File: src/rtl/iter_divider.sv
// Iterative restoring radix-2 divider: 32 BUSY steps per request, result registered on
// the BUSY->DONE edge with independent sign correction for quotient and remainder.
module iter_divider (
    input  logic        clk,
    input  logic        rst,
    input  logic        div_begin,
    input  logic        div_sign,
    input  logic        div_dividend_sign,
    input  logic [31:0] div_dividend,
    input  logic [31:0] div_divisor,
    output logic [31:0] div_quotient,
    output logic [31:0] div_remainder,
    output logic        div_done
);

    typedef enum logic [1:0] {StIdle, StBusy, StDone} state_e;

    state_e      state_q, state_d;
    logic [31:0] dvd_q, dvd_d;     // dividend bits shift out the top, quotient bits in the bottom
    logic [31:0] dvs_q, dvs_d;
    logic        sign_q, sign_d;
    logic        rsign_q, rsign_d;
    logic [32:0] rem_q, rem_d;
    logic [4:0]  cnt_q, cnt_d;
    logic [31:0] quo_q, quo_d;
    logic [31:0] remo_q, remo_d;

    // One restoring step; a borrow out of bit 33 means the trial subtraction went negative.
    logic [33:0] shifted;
    logic [33:0] diff;
    logic        qbit;
    logic [32:0] rem_next;
    logic [31:0] quo_mag;
    logic [31:0] rem_mag;

    always_comb begin
        shifted  = {rem_q, dvd_q[31]};
        diff     = shifted - {2'b00, dvs_q};
        qbit     = ~diff[33];
        rem_next = qbit ? diff[32:0] : shifted[32:0];
        quo_mag  = {dvd_q[30:0], qbit};
        rem_mag  = rem_next[31:0];
    end

    always_comb begin
        state_d = state_q;
        dvd_d   = dvd_q;
        dvs_d   = dvs_q;
        sign_d  = sign_q;
        rsign_d = rsign_q;
        rem_d   = rem_q;
        cnt_d   = cnt_q;
        quo_d   = quo_q;
        remo_d  = remo_q;
        unique case (state_q)
            StIdle: begin
                if (div_begin) begin
                    dvd_d   = div_dividend;
                    dvs_d   = div_divisor;
                    sign_d  = div_sign;
                    rsign_d = div_dividend_sign;
                    rem_d   = '0;
                    cnt_d   = '0;
                    state_d = StBusy;
                end
            end
            StBusy: begin
                if (!div_begin) begin
                    // Flushed from EX: drop the operation, results stay untouched.
                    state_d = StIdle;
                end else begin
                    rem_d = rem_next;
                    dvd_d = quo_mag;
                    cnt_d = cnt_q + 5'd1;
                    if (cnt_q == 5'd31) begin
                        state_d = StDone;
                        quo_d   = sign_q ? (~quo_mag + 32'd1) : quo_mag;
                        remo_d  = rsign_q ? (~rem_mag + 32'd1) : rem_mag;
                    end
                end
            end
            StDone: begin
                state_d = StIdle;
            end
            default: begin
                state_d = StIdle;
            end
        endcase
    end

    always_ff @(posedge clk or negedge rst) begin
        if (!rst) begin
            state_q <= StIdle;
            dvd_q   <= '0;
            dvs_q   <= '0;
            sign_q  <= 1'b0;
            rsign_q <= 1'b0;
            rem_q   <= '0;
            cnt_q   <= '0;
            quo_q   <= '0;
            remo_q  <= '0;
        end else begin
            state_q <= state_d;
            dvd_q   <= dvd_d;
            dvs_q   <= dvs_d;
            sign_q  <= sign_d;
            rsign_q <= rsign_d;
            rem_q   <= rem_d;
            cnt_q   <= cnt_d;
            quo_q   <= quo_d;
            remo_q  <= remo_d;
        end
    end

    assign div_quotient  = quo_q;
    assign div_remainder = remo_q;
    assign div_done      = (state_q == StDone);

endmodule

File: config.mk
export PLATFORM = sky130hd
export DESIGN_NAME = iter_divider
export DESIGN_NICKNAME = d
export VERILOG_FILES = /design/src/rtl/iter_divider.sv
export SDC_FILE = /design/constraint.sdc
export NUM_CORES = 1
export LEC_CHECK = 0
export CAP_MARGIN = 30
export CORE_MARGIN = 10
export CORE_UTILIZATION = 55
export CTS_CLUSTER_SIZE = 25
export DETAILED_ROUTE_END_ITERATION = 6
export HOLD_SLACK_MARGIN = 0.03
export PLACE_DENSITY = 0.79
export RECOVER_POWER = 100
export SLEW_MARGIN = 0
export SYNTH_ARGS = -nofsm -noshare
export SYNTH_HDL_FRONTEND = slang
export SYNTH_SLANG_ARGS = --single-unit
File: constraint.sdc
create_clock -name clk -period 9.3 [get_ports clk]
set_input_delay 1.86 -clock clk [delete_from_list [all_inputs] [get_ports clk]]
set_output_delay 1.86 -clock clk [all_outputs]
set_load 0.01 [all_outputs]
==> results.md <==
- Status: finished, violations left
- Violations in the final reports: capacitance limit, slew limit
- Port Buffer Count: 133
- Final routed wirelength across all metal layers: 28750 um
- Shortest clock period the worst path allows after layout: 6.894 ns
- Cell taking the most area after synthesis: sky130_fd_sc_hd__dfrtp_1
- All-layer global routing usage: 0.2234
- Wl on met1: 12790 um
- Utilization after layout: 0.6691
- Worst-case vdd ir drop: 0.1385 mV
- DR vias: 9280
- Worst Setup End Kind: register
- Worst-skew pair later-pin latency: 0.45 ns
- CP most frequent cell: sky130_fd_sc_hd__ha_1
- Achievable Freq: 0.1451 GHz
- P&R area growth vs syn: 18.19%
- Area share of the leading cell type in the synthesized netlist: 0.3978
- Slew at the pin closest to its max-slew limit: 3.862 ns
- CTS H-Tree Depth: 4
- Synthesized Nets: 1322
- Setup WS post-layout: 2.406 ns
- Die Footprint: 0.02542 mm^2
- Worst slack at placement: 4.030 ns
- Max Cap Violations: 6
- Routed wire per std cell: 18.11 um
- Ports placed on the boundary: 134
- Count of buffer and inverter cells on the critical path: 1
- Worst slew margin: -1.574
- CTS hold repair buffers: 0
- Number of nets at the end of the flow: 1420
- Ratio of cells with drive above 1 in the final layout: 0.05200
- Fraction of the yosys area taken by sequential cells: 0.3978
- Maximum clock path buffer count: 2
- Top cells by instance count after synthesis: 222 x sky130_fd_sc_hd__nand2_1, 183 x sky130_fd_sc_hd__o21ai_0, 170 x sky130_fd_sc_hd__dfrtp_1
- Sink count of the clock tree: 170
- EDFF count, synth: 0
- Number of synthesized register bits: 170
- Synth warn: 0
- Clock tree skew after final layout: 0.02097 ns
- Post-synth ARST share: 1.000
- Dominant synthesized flop cell: sky130_fd_sc_hd__dfrtp_1
- Setup repair after global routing missed its margin: no
- Congestion Overflow GR: 0
- Setup TNS: 0 ns
- Area of the core: 0.01889 mm^2
- Placed wire-length estimate: 20530 um
- Most common cell in the synthesized netlist: sky130_fd_sc_hd__nand2_1
- Count of standard-cell rows: 50
- Highest metal layer with signal wires: met4
- Post-Synthesis Cell Area: 0.01070 mm^2
- Buffer count from post-CTS setup fixing: 0
- Syn Inst Count: 1216
- Length of the first detailed-routing pass in iterations: 6
- Hold violation count in the final report: 0
- Initial cell density of the core: 0.5661
- Clock tree from TritonCTS: yes
- Number of gates resized after CTS: 0
- Power Density: 153.1 mW/mm^2
- CTS Root Buffer Type: sky130_fd_sc_hd__clkbuf_16
- DR WL met3: 1734 um
- Path type of the worst setup path: reg2reg
- Average cell area after synthesis: 8.795 um^2
- Top cells by area, synth: sky130_fd_sc_hd__dfrtp_1 40%, sky130_fd_sc_hd__o21ai_0 8.6%, sky130_fd_sc_hd__nand2_1 7.8%
- Smallest hold slack: 0.4727 ns
- Chain of cells forming the critical path: ha_1 > and4_1 > nand4_1 > a31oi_1 > nor4_1 > a311oi_1 > and2_0 > clkinvlp_2 > mux2i_1 > ha_1 > nand3_1 > or3b_2 > a2111o_1 > o41ai_1 > o211ai_2 > o41ai_2 > xnor2_1 > o21ai_1
- DRC violation count after routing: 0
- Width of the chip: 159.5 um
- Peak fanout along the critical path: 46
- Routability congestion estimate: 0.9254
- Period utilisation layout: 0.7413
- Count of nets left with antenna violations after detail routing: 0
- Critical Path AT: 7.17 ns
- Wire length of the first global-routing pass: 47550 um
- Violation count after the first detailed-route iteration: 834
- Number of antenna violations at the first check in global routing: 1
- Startpoint class of the critical path: register
- Met2 wire len: 13640 um
- Design Power: 1.936 mW
- CTS clock-pin slew for the worst setup and hold paths: 0.07 ns
- Reported leakage power: 5.863 nW
- Slowest cell on the critical path: sky130_fd_sc_hd__clkinvlp_2
- Type of the most critical hold path: reg2reg
- Required arrival time at the worst endpoint: 9.58 ns
- Number of buffers added by the clock tree synthesis step: 17
- Average vias per placed instance: 5.844
- Number of setup violations in the final report: 0
- Vertical die dimension: 159.5 um
- Gate family responsible for the most delay along the worst path: compound AO/OA/AOI/OAI gates
- Delay of the slowest cell on the worst path: 1.25 ns
- Distinct cell type count after synthesis: 90
- Total count of max-transition violations in the final report: 397
- Maximum number of pins on one net before global-route repair: 100
- Number of global-route vias before repair: 9256
## tightest hold or removal path: cells and delay by family, from the launching register on
family | cells | cell delay, ns
flops | 1 | 0.34
simple gates | 1 | 0.04
compound gates | 1 | 0.06
## logic make-up (layout without fill, tap and decap cells)
group                    count (synthesis)  after routing  share of synthesized area
AND/OR/NAND/NOR                        386            386                     0.1692
AO/OA/AOI/OAI                          364            364                     0.2094
flip-flops                             170            170                     0.3978
buffers and inverters                  110            221                    0.04831
XOR/XNOR                                86             86                    0.07043
multiplexers                            63             63                    0.06095
adder cells (fa/ha/maj)                 37             37                    0.04399
other                                    0              1                          0
## cells in the final DEF, fill, tap and decap left out, types with 8 or more instances in the layout
cell type	n
sky130_fd_sc_hd__nand3_1	11
sky130_fd_sc_hd__clkdlybuf4s50_1	66
sky130_fd_sc_hd__a31oi_1	14
sky130_fd_sc_hd__o21a_1	8
sky130_fd_sc_hd__nand2_1	223
sky130_fd_sc_hd__nor3_1	26
sky130_fd_sc_hd__o21ai_1	11
sky130_fd_sc_hd__o21ai_0	189
sky130_fd_sc_hd__o31ai_1	15
sky130_fd_sc_hd__inv_1	45
sky130_fd_sc_hd__clkbuf_16	17
sky130_fd_sc_hd__dlygate4sd3_1	66
sky130_fd_sc_hd__xor2_1	52
sky130_fd_sc_hd__and2_1	10
sky130_fd_sc_hd__o41ai_1	8
sky130_fd_sc_hd__or3_1	13
sky130_fd_sc_hd__nor2_1	37
sky130_fd_sc_hd__dfrtp_1	169
sky130_fd_sc_hd__a21oi_1	45
sky130_fd_sc_hd__xnor2_1	34
sky130_fd_sc_hd__mux2i_1	58
sky130_fd_sc_hd__ha_1	36
sky130_fd_sc_hd__a21o_1	15
## worst paths after layout
path,start,end,slack [ns],cells after the start
min in group asynchronous,rst,dvs_q[21],1.57,2
max in group asynchronous,rst,div_quotient[17],3.57,4
max reg2reg,rem_q[21],div_remainder[28],2.41,18
min reg2reg,div_quotient[7],div_quotient[7],0.47,2
max,rem_q[21],div_remainder[28],2.41,18
min,div_quotient[7],div_quotient[7],0.47,2
## cell type report
type	instances	area, um^2
clock inverters	14	132.6
flip-flops and latches	170	4255
multi-input cells	936	5894
fillers	1586	6252
diodes	1	2.502
clock buffers	18	439.2
inverters	46	173.9
well taps	260	325.3
repair buffers	143	1418
## where the power goes
| group | switching, mW | total, mW | internal (mW) |
|---|---|---|---|
| clock | 0.333 | 0.715 | 0.382 |
| combinational | 0.239 | 0.401 | 0.162 |
| sequential | 0.0414 | 0.820 | 0.779 |
## sequential cells by signal (all words and copies together) (netlist names), 2 cells and up
signal and flops:
state_q 2, dvd_q 32, div_quotient 32, div_remainder 32, cnt_q 5, dvs_q 32, rem_q 33
## through the flow
| stage | std cells | instance area, um^2 |
|---|---|---|
| floorplan | 1216 | 10700 |
| global placement | 1551 | 12090 |
| detailed placement | 1553 | 12140 |
| CTS | 1585 | 12710 |
| global route | 1588 | 12640 |
| finish | 1588 | 12640 |
## layer usage
metal | up-vias | track usage
met2 | 320 | 0.3629
met3 | 52 | 0.04648
met1 | 4406 | 0.2898
met5 | - | 0
met4 | 0 | 0.07624
li1 | 4502 | -
(Power assumes the default switching activity.)
